**config.mk**
```make
export PLATFORM = sky130hd
export DESIGN_NAME = sequence_transmitter_flat
export DESIGN_NICKNAME = d
export VERILOG_FILES = /design/src/rtl/sequence_transmitter_pkg.sv /design/src/rtl/sequence_transmitter_if.sv /design/src/rtl/seq_serializer.sv /design/src/rtl/sequence_transmitter.sv /design/src/flat_wrapper.sv
export SDC_FILE = /design/constraint.sdc
export NUM_CORES = 1
export LEC_CHECK = 0
export ABC_AREA = 1
export BUFFER_PORTS_ARGS = -buffer_cell sky130_fd_sc_hd__buf_4
export CAP_MARGIN = 10
export CORE_MARGIN = 2
export CORE_UTILIZATION = 40
export DETAILED_ROUTE_END_ITERATION = 7
export GPL_TIMING_DRIVEN = 0
export SLEW_MARGIN = 0
export SYNTH_ARGS = -nofsm -noshare
export SYNTH_HDL_FRONTEND = slang
export SYNTH_HIERARCHICAL = 1
export SYNTH_SLANG_ARGS = --single-unit
export TNS_END_PERCENT = 30
```
**constraint.sdc**
```tcl
create_clock -name clk -period 2.17 [get_ports clk]
set_input_delay 0.434 -clock clk [delete_from_list [all_inputs] [get_ports clk]]
set_output_delay 0.434 -clock clk [all_outputs]
set_load 0.01 [all_outputs]
```
**src/rtl/sequence_transmitter_pkg.sv**
```systemverilog
`default_nettype none
// +----------------------------------------------------------------------+
// | sequence_transmitter_pkg                                             |
// | Shared state encoding and default pattern for transmitter/detector.  |
// | Revision: 1.0                                                        |
// +----------------------------------------------------------------------+
package sequence_transmitter_pkg;

    typedef enum logic [1:0] {
        ST_IDLE = 2'd0,
        ST_SEND = 2'd1,
        ST_GAP  = 2'd2
    } state_t;

    localparam int                     DEFAULT_LEN     = 12;
    localparam logic [DEFAULT_LEN-1:0] DEFAULT_PATTERN = 12'b1110_1101_1011;

endpackage
`default_nettype wire

```
**src/rtl/sequence_transmitter_if.sv**
```systemverilog
`default_nettype none
// +----------------------------------------------------------------------+
// | sequence_transmitter_if                                              |
// | Request handshake plus serial output bundle.                         |
// | Revision: 1.0                                                        |
// +----------------------------------------------------------------------+
interface sequence_transmitter_if
    import sequence_transmitter_pkg::*;
#(
    parameter int LEN = DEFAULT_LEN,
    parameter int RW  = 4
);
    logic           pat_valid_i;
    logic [LEN-1:0] pat_i;
    logic [RW-1:0]  rep_i;
    logic           abort_i;
    logic           pat_ready_o;
    logic           tx_o;
    logic           tx_en_o;
    logic           sof_o;
    logic           done_o;

    modport master (
        output pat_valid_i, pat_i, rep_i, abort_i,
        input  pat_ready_o, tx_o, tx_en_o, sof_o, done_o
    );

    modport slave (
        input  pat_valid_i, pat_i, rep_i, abort_i,
        output pat_ready_o, tx_o, tx_en_o, sof_o, done_o
    );
endinterface
`default_nettype wire

```
**src/rtl/seq_serializer.sv**
```systemverilog
`default_nettype none
// +----------------------------------------------------------------------+
// | seq_serializer                                                       |
// | MSB-first shift register with wrapping bit counter and last-bit flag.|
// | Revision: 1.0                                                        |
// +----------------------------------------------------------------------+
module seq_serializer #(
    parameter int LEN = 12
) (
    input  wire logic                     clk,
    input  wire logic                     reset_n,
    input  wire logic                     clear,
    input  wire logic                     load,
    input  wire logic                     shift,
    input  wire logic [LEN-1:0]           load_data,
    output logic                          bit_out,
    output logic [$clog2(LEN)-1:0]        bit_idx,
    output logic                          last_bit
);
    localparam int IW = $clog2(LEN);

    logic [LEN-1:0] shreg;

    // Shifting zeros in means the register is empty once the last bit leaves,
    // so bit_out is already 0 between frames without extra gating.
    always_ff @(posedge clk or negedge reset_n) begin
        if (!reset_n) begin
            shreg   <= '0;
            bit_idx <= '0;
        end else if (clear) begin
            shreg   <= '0;
            bit_idx <= '0;
        end else if (load) begin
            shreg   <= load_data;
            bit_idx <= '0;
        end else if (shift) begin
            shreg   <= {shreg[LEN-2:0], 1'b0};
            bit_idx <= last_bit ? '0 : bit_idx + 1'b1;
        end
    end

    assign bit_out  = shreg[LEN-1];
    assign last_bit = (bit_idx == IW'(LEN-1));

endmodule
`default_nettype wire

```
**src/rtl/sequence_transmitter.sv**
```systemverilog
`default_nettype none
// +----------------------------------------------------------------------+
// | sequence_transmitter                                                 |
// | Serializes a captured pattern rep_i+1 times with optional idle gaps. |
// | Revision: 1.0                                                        |
// +----------------------------------------------------------------------+
module sequence_transmitter
    import sequence_transmitter_pkg::*;
#(
    parameter int LEN = DEFAULT_LEN,
    parameter int GAP = 0,
    parameter int RW  = 4
) (
    input  wire logic               clk,
    input  wire logic               reset_n,
    sequence_transmitter_if.slave   bus
);
    localparam int IW = $clog2(LEN);
    localparam int GW = (GAP > 1) ? $clog2(GAP) : 1;

    state_t         state;
    state_t         next_state;
    logic [LEN-1:0] pat_q;
    logic [RW-1:0]  rep_cnt;
    logic [GW-1:0]  gap_cnt;

    logic           accept;
    logic           more_frames;
    logic           gap_done;
    logic           load;
    logic           shift;
    logic           clear;
    logic [LEN-1:0] load_data;

    logic           tx_bit;
    logic [IW-1:0]  bit_idx;
    logic           last_bit;

    logic           tx_en_q, sof_q, done_q, ready_q;
    logic           tx_en_d, sof_d, done_d, ready_d;

    assign accept      = (state == ST_IDLE) && bus.pat_valid_i;
    assign more_frames = (rep_cnt != '0);
    assign gap_done    = (int'(gap_cnt) == GAP - 1);

    always_ff @(posedge clk or negedge reset_n) begin
        if (!reset_n) begin
            state <= ST_IDLE;
        end else begin
            state <= next_state;
        end
    end

    always_comb begin
        next_state = state;
        case (state)
            ST_IDLE: begin
                if (accept) next_state = ST_SEND;
            end
            ST_SEND: begin
                if (bus.abort_i) begin
                    next_state = ST_IDLE;
                end else if (last_bit) begin
                    if (!more_frames)  next_state = ST_IDLE;
                    else if (GAP > 0)  next_state = ST_GAP;
                    else               next_state = ST_SEND;
                end
            end
            ST_GAP: begin
                if (bus.abort_i)   next_state = ST_IDLE;
                else if (gap_done) next_state = ST_SEND;
            end
            default: next_state = ST_IDLE;
        endcase
    end

    // Outputs are computed one cycle ahead and registered, so a load at the
    // accepting edge makes bit 0 and sof visible in the following cycle.
    always_comb begin
        clear     = 1'b0;
        load      = 1'b0;
        shift     = 1'b0;
        load_data = pat_q;
        case (state)
            ST_IDLE: begin
                load      = accept;
                load_data = bus.pat_i;
            end
            ST_SEND: begin
                if (bus.abort_i)                                clear = 1'b1;
                else if (last_bit && more_frames && (GAP == 0)) load  = 1'b1;
                else                                            shift = 1'b1;
            end
            ST_GAP: begin
                if (bus.abort_i)   clear = 1'b1;
                else if (gap_done) load  = 1'b1;
            end
            default: ;
        endcase
        tx_en_d = (next_state == ST_SEND);
        sof_d   = load;
        done_d  = shift && (bit_idx == IW'(LEN-2)) && !more_frames;
        ready_d = (next_state == ST_IDLE);
    end

    always_ff @(posedge clk or negedge reset_n) begin
        if (!reset_n) begin
            pat_q   <= '0;
            rep_cnt <= '0;
            gap_cnt <= '0;
        end else begin
            if (accept) begin
                pat_q   <= bus.pat_i;
                rep_cnt <= bus.rep_i;
            end else if (load) begin
                rep_cnt <= rep_cnt - 1'b1;
            end else if (clear) begin
                rep_cnt <= '0;
            end
            gap_cnt <= ((state == ST_GAP) && (next_state == ST_GAP)) ? gap_cnt + 1'b1 : '0;
        end
    end

    always_ff @(posedge clk or negedge reset_n) begin
        if (!reset_n) begin
            tx_en_q <= 1'b0;
            sof_q   <= 1'b0;
            done_q  <= 1'b0;
            ready_q <= 1'b1;
        end else begin
            tx_en_q <= tx_en_d;
            sof_q   <= sof_d;
            done_q  <= done_d;
            ready_q <= ready_d;
        end
    end

    seq_serializer #(
        .LEN (LEN)
    ) u_serializer (
        .clk       (clk),
        .reset_n   (reset_n),
        .clear     (clear),
        .load      (load),
        .shift     (shift),
        .load_data (load_data),
        .bit_out   (tx_bit),
        .bit_idx   (bit_idx),
        .last_bit  (last_bit)
    );

    assign bus.pat_ready_o = ready_q;
    assign bus.tx_o        = tx_bit;
    assign bus.tx_en_o     = tx_en_q;
    assign bus.sof_o       = sof_q;
    assign bus.done_o      = done_q;

endmodule
`default_nettype wire

```
**src/flat_wrapper.sv**
```systemverilog
// flat-port wrapper written by rule: the top's interface ports become plain ports
module sequence_transmitter_flat import sequence_transmitter_pkg::*;
#(
    parameter int LEN = DEFAULT_LEN,
    parameter int GAP = 0,
    parameter int RW  = 4
)
  (clk, reset_n, bus_pat_valid_i, bus_pat_i, bus_rep_i, bus_abort_i, bus_pat_ready_o, bus_tx_o, bus_tx_en_o, bus_sof_o, bus_done_o);
  sequence_transmitter_if #(.LEN(LEN), .RW(RW)) bus_i ();
  input  wire logic clk;
  input  wire logic reset_n;
  input wire logic [$bits(bus_i.pat_valid_i)-1:0] bus_pat_valid_i;
  input wire logic [$bits(bus_i.pat_i)-1:0] bus_pat_i;
  input wire logic [$bits(bus_i.rep_i)-1:0] bus_rep_i;
  input wire logic [$bits(bus_i.abort_i)-1:0] bus_abort_i;
  output wire logic [$bits(bus_i.pat_ready_o)-1:0] bus_pat_ready_o;
  output wire logic [$bits(bus_i.tx_o)-1:0] bus_tx_o;
  output wire logic [$bits(bus_i.tx_en_o)-1:0] bus_tx_en_o;
  output wire logic [$bits(bus_i.sof_o)-1:0] bus_sof_o;
  output wire logic [$bits(bus_i.done_o)-1:0] bus_done_o;
  assign bus_i.pat_valid_i = bus_pat_valid_i;
  assign bus_i.pat_i = bus_pat_i;
  assign bus_i.rep_i = bus_rep_i;
  assign bus_i.abort_i = bus_abort_i;
  assign bus_pat_ready_o = bus_i.pat_ready_o;
  assign bus_tx_o = bus_i.tx_o;
  assign bus_tx_en_o = bus_i.tx_en_o;
  assign bus_sof_o = bus_i.sof_o;
  assign bus_done_o = bus_i.done_o;
  sequence_transmitter #(.LEN(LEN), .GAP(GAP), .RW(RW)) u_core (.clk(clk), .reset_n(reset_n), .bus(bus_i));
endmodule
```
# Word level (Yosys, flattened, before mapping)
# Cells that the tools add are included.
dict set report classes {
  n_mul 0
  reduce_logical 11
  mux 25
  addsub 2
  n_lt_le_gt_ge 0
  n_bitwise 0
  shift 0
  n_div 0
  eq_ne 5
}
# cell count
set op_table {}
lappend op_table {{2-to-1 mux 12 bit} 4}
lappend op_table {{2-to-1 mux 4 bit} 7}
lappend op_table {{== test 4 bit (second input constant)} 2}
lappend op_table {{2-to-1 mux 1 bit} 8}
lappend op_table {{2-to-1 mux 2 bit} 4}
lappend op_table {{case mux 2 bit (3 select lines)} 1}
lappend op_table {{nonzero test 3 bit} 2}
lappend op_table {{adder 4 x 1 -> 4 bit (second input constant)} 1}
lappend op_table {{== test 2 x 1 -> 1 bit (second input constant)} 2}
lappend op_table {{logical AND 1 bit} 4}
lappend op_table {{zero test 2 bit} 2}
lappend op_table {{nonzero test 4 bit} 1}
lappend op_table {{subtractor 4 x 1 -> 4 bit (second input constant)} 1}
lappend op_table {{== test 2 bit (second input constant)} 1}
lappend op_table {{case mux 1 bit (2 select lines)} 1}
lappend op_table {{OR reduction 2 bit} 1}
lappend op_table {{zero test 1 bit} 1}
dict set report totals {
  mem_count 0
  register_bits 38
  input_bits 20
  romBits 0
  ram_bits 0
  out_inout_bits 5
  latchBits 0
  wordCells 52
}

# Depth between registers and ports, before layout
dict set report logic_depth {
  word_depth 8
  mapped_depth 12
  ltp_nobuf 11
}

# Hierarchy
# The synthesis kept the hierarchy.
# module area_each_um2 seq_area_each_um2 n_inst cells_per_inst
set by_module_without_submodules {}
lappend by_module_without_submodules {sequence_transmitter 1227.4 551.8 1 154}
lappend by_module_without_submodules {seq_serializer 898.4 400.4 1 111}

# Worst setup path before layout
# OpenSTA, ideal clock, no wires.
dict set report synth_timing {
  path_kind {reg2reg}
  from {register u_core.state[1]}
  to {register u_core.u_serializer.shreg[0]}
  n_path_buf 1
  period_less_slack_ns 1.654
  setup_ns 0.127
  required_ns 2.043
  path_slack_ns 0.516
  stages_incl_launch_ff 11
  arrival_time_ns 1.527
  cell_sequence {dfrtp_1 > inv_1 > ha_1 > inv_1 > nor2_2 > inv_1 > a21oi_1 > inv_1 > nand2_2 > buf_6 > o22ai_2}
}
# element line
set synth_rtl {}
lappend synth_rtl {{from (decl)} sequence_transmitter.sv:21} ;# state_t state;
lappend synth_rtl {{from (signal assigned)} sequence_transmitter.sv:50} ;# state <= next_state;
lappend synth_rtl {{== test 2 x 1 -> 1 bit} sequence_transmitter.sv:84} ;# case (state)
lappend synth_rtl {{2-to-1 mux 1 bit} sequence_transmitter.sv:84}
lappend synth_rtl {{net u_core.shift} sequence_transmitter.sv:31} ;# logic shift;
lappend synth_rtl {{nonzero test 3 bit (no source line)} --}
lappend synth_rtl {{to (signal assigned)} seq_serializer.sv:34} ;# shreg <= load_data;
lappend synth_rtl {{to (signal assigned)} seq_serializer.sv:37} ;# shreg <= {shreg[LEN-2:0], 1'b0};
lappend synth_rtl {{to (decl)} seq_serializer.sv:22} ;# logic [LEN-1:0] shreg;
# The timed path passes the listed nets, and every way through them passes these cells.
# A chain may end at the register's enable or synchronous reset.

# Worst setup path in the final report
# Ends and elaborated chain as after synthesis.

==> impl_metrics.env <==
export IMPL_status="finished clean"
export IMPL_route_detailed_wl_per_inst_um=11.2
export IMPL_fin_crit_sh_pct=86.0
export IMPL_critPathBufInv=5
export IMPL_switchingPower_mw=1.25
export IMPL_max_cap_violations=0
export IMPL_placed_area_um2=2390
export IMPL_cts_path_max_buffers=2
export IMPL_crit_fanout=10
export IMPL_synth_edff_count=0
export IMPL_worst_slack_ps=303
export IMPL_drtIter0Drc=90
export IMPL_placed_cells=359
export IMPL_ys_top_cells_by_count="72 x nand2_1, 43 x inv_1, 37 x dfrtp_1, 37 x o21ai_0, 18 x nand3_1"
export IMPL_regArea_um2=952
export IMPL_core_um2=5110
export IMPL_critPathCaptureType="flip-flop"
export IMPL_hpwl_um=2910
export IMPL_synth_cell_area_um2=2130
export IMPL_setup_viol=0
export IMPL_n_antenna_cell=0
export IMPL_seqPwrFrac_pct=38.5
export IMPL_grt_antenna_before_repair=0
export IMPL_comb_power_share_pct=45.0
export IMPL_fin_cells=367
export IMPL_drt_pass1_iterations=4
export IMPL_synth_async_reset_ratio_pct=100
export IMPL_final_hold_viol_count=0
export IMPL_ys_ff_latch=38
export IMPL_netlist_instances=265
export IMPL_postSynthAreaPerCell_um2=8.02
export IMPL_setup_tns_ps=0
export IMPL_area_growth_pct=17.1
export IMPL_ys_seq_area_share_pct=44.8
export IMPL_ant_nets=0
export IMPL_skew_ps=10.7
export IMPL_ys_flop_type="dfrtp_1"
export IMPL_layout_drive_gt1_share_pct=22.2
export IMPL_fin_nets=323
export IMPL_avgViaCountPerCell=4.61
export IMPL_fill_cells=515
export IMPL_multi_input_comb_area_um2=922
export IMPL_arrival_ps=2040
export IMPL_synth_top_cell_by_area="dfrtp_1"
export IMPL_worst_pin_slew_ps=480
export IMPL_grt_overflow=0
export IMPL_die_area_um2=5910
export IMPL_gp_congestion=0.748
export IMPL_worst_slew_margin_rel_pct=68.0
export IMPL_critPathLaunchType="flip-flop"
export IMPL_drcViolationCount=0
export IMPL_die_w_um=76.9
export IMPL_switching_share_pct=40.8
export IMPL_leakage_nw=1.25
export IMPL_max_vdd_ir_drop_uv=569
export IMPL_holdCritPathClass="in -> async"
export IMPL_clkTransAtPathRegs_ps=80
export IMPL_yosysMostFrequentCell="nand2_1"
export IMPL_num_vias=1693
export IMPL_pre_cts_slack_ps=310
export IMPL_ys_warn_count=6
export IMPL_cts_setup_buffers=0
export IMPL_die_h_um=76.9
export IMPL_slew_violations=0
export IMPL_path_cells="inv_1 -> ha_1 -> inv_1 -> nor2_2 -> inv_1 -> a21oi_1 -> inv_1 -> nand2_2 -> buf_6 -> o22ai_2"
export IMPL_start_util_pct=41.6
export IMPL_cp_required_ps=2340
export IMPL_ctsRootBufferMaster="clkbuf_8"
export IMPL_max_freq_mhz=536
export IMPL_p_per_area_nw_per_um2=1230
export IMPL_track_usage_pct=14.7
export IMPL_timing_hold_ws_ps=97.4
export IMPL_cts_buffers_inserted=5
export IMPL_grt_max_degree=39
export IMPL_io_pins=25
export IMPL_slowest_delay_ps=440
export IMPL_htreeDepth=2
export IMPL_grt_pass1_wl_um=7010
export IMPL_row_count=26
export IMPL_cp_top_family="buffers and inverters"
export IMPL_synth_net_count=292
export IMPL_cts_tree="built"
export IMPL_cts_sinks=38
export IMPL_stdcell_area_um2=2490
export IMPL_p_clk_share_pct=16.5
export IMPL_ctsResizeCount=0
export IMPL_cp_common_cell="inv_1"
export IMPL_synth_top_area_share_pct=43.6
export IMPL_worstSetupPathType="reg -> reg"
export IMPL_rsz0062_at_grt="false"
export IMPL_crit_path_top_delay_cell="dfrtp_1"
export IMPL_ys_types=27
export IMPL_p_int_mw=1.81
export IMPL_grt_pass1_vias=1518
export IMPL_min_period_ps=1870
export IMPL_clk_latency_ps=290
export IMPL_portBuffers=24
export IMPL_ctsHoldBuffers=0
export IMPL_synth_area_leaders="dfrtp_1 44%, nand2_1 13%, o21ai_0 8.7%"
export IMPL_wl_um=4110
[power by group through the flow]
stage / Combinational [mW] / Clock [mW] / Sequential [mW]
final: 1.37 / 0.505 / 1.18
after global routing: 1.56 / 0.552 / 1.21
after CTS: 1.39 / 0.526 / 1.18
after detailed placement: 1.38 / 0 / 1.19
after global placement: 1.36 / 0 / 1.18
after floorplan: 1.04 / 0 / 1.17
[sequential cells by signal (all words and copies together), names as in the netlist]
name / flops
u_core/bus.pat_ready_o: 1
u_core/u_serializer/bit_idx: 4
u_core/bus.sof_o: 1
u_core/u_serializer/shreg: 12
u_core/pat_q: 12
u_core/bus.done_o: 1
u_core/state: 2
u_core/bus.tx_en_o: 1
u_core/rep_cnt: 4
[logic make-up (layout without fill, tap and decap cells)]
family	Yosys count	count (layout)	synth area share (%)
AO/OA/AOI/OAI	52	52	14.5
XOR/XNOR	1	1	0.412
adder cells (fa/ha/maj)	7	7	4.12
buffers and inverters	54	86	11.8
flip-flops	38	38	44.8
AND/OR/NAND/NOR	113	113	24.3
[routing by layer]
metal | track usage [%] | share of wire (%) | up-vias
met5 | 0 | 0 | -
met4 | 5.45 | 1.4 | 0
met3 | 3.65 | 3.7 | 7
met2 | 21.3 | 43 | 28
met1 | 21.2 | 51 | 763
li1 | - | - | 895
[layout make-up]
class / instances / area share [%]
clock inverters: 2 / 0.503
plain buffers: 10 / 3.37
inverters: 44 / 6.74
clock buffers: 6 / 3.32
multi-input cells: 173 / 37.1
repair buffers: 24 / 7.24
flip-flops and latches: 38 / 38.3
well taps: 70 / 3.52
[cell usage in the layout, fill, tap and decap left out, drive strengths merged]
| cell | netlist | layout |
|---|---|---|
| dfstp | 1 | 1 |
| xor2 | 1 | 1 |
| inv | 44 | 44 |
| o21ai | 48 | 48 |
| nand4 | 3 | 3 |
| ha | 7 | 7 |
| dfrtp | 37 | 37 |
| o21bai | 1 | 1 |
| buf | 6 | 30 |
| a31oi | 1 | 1 |
| clkinv | 0 | 1 |
| nor3 | 1 | 1 |
| nand2 | 78 | 78 |
| a21oi | 1 | 1 |
| o22ai | 1 | 1 |
| clkinvlp | 0 | 1 |
| nand3 | 19 | 19 |
| clkbuf | 4 | 10 |
| nor2 | 12 | 12 |
[worst paths after layout]
path                       slack (ps)                                 startpoint  cells after the start                                         to
max reg2reg                       300                  u_core/state[1]$_DFF_PN0_                     10   u_core/u_serializer/shreg[0]$_DFFE_PN0P_
max in group asynchronous        1710                                    reset_n                      1           u_core/bus.pat_ready_o$_DFF_PN1_
min in group clk                  370                               bus_rep_i[0]                      3              u_core/rep_cnt[0]$_DFFE_PN0P_
min reg2reg                       480  u_core/u_serializer/shreg[11]$_DFFE_PN0P_                      2  u_core/u_serializer/shreg[11]$_DFFE_PN0P_
min                               100                                    reset_n                      1   u_core/u_serializer/shreg[6]$_DFFE_PN0P_
max                               300                  u_core/state[1]$_DFF_PN0_                     10   u_core/u_serializer/shreg[0]$_DFFE_PN0P_
[through the flow]
stage	utilization (%)	power, mW
floorplan	-	2.21
global placement	46.9	2.54
detailed placement	46.9	2.57
CTS	48.7	3.09
global route	48.7	3.33
finish	48.7	3.06
Note: power is estimated with default switching activity, not from simulation.
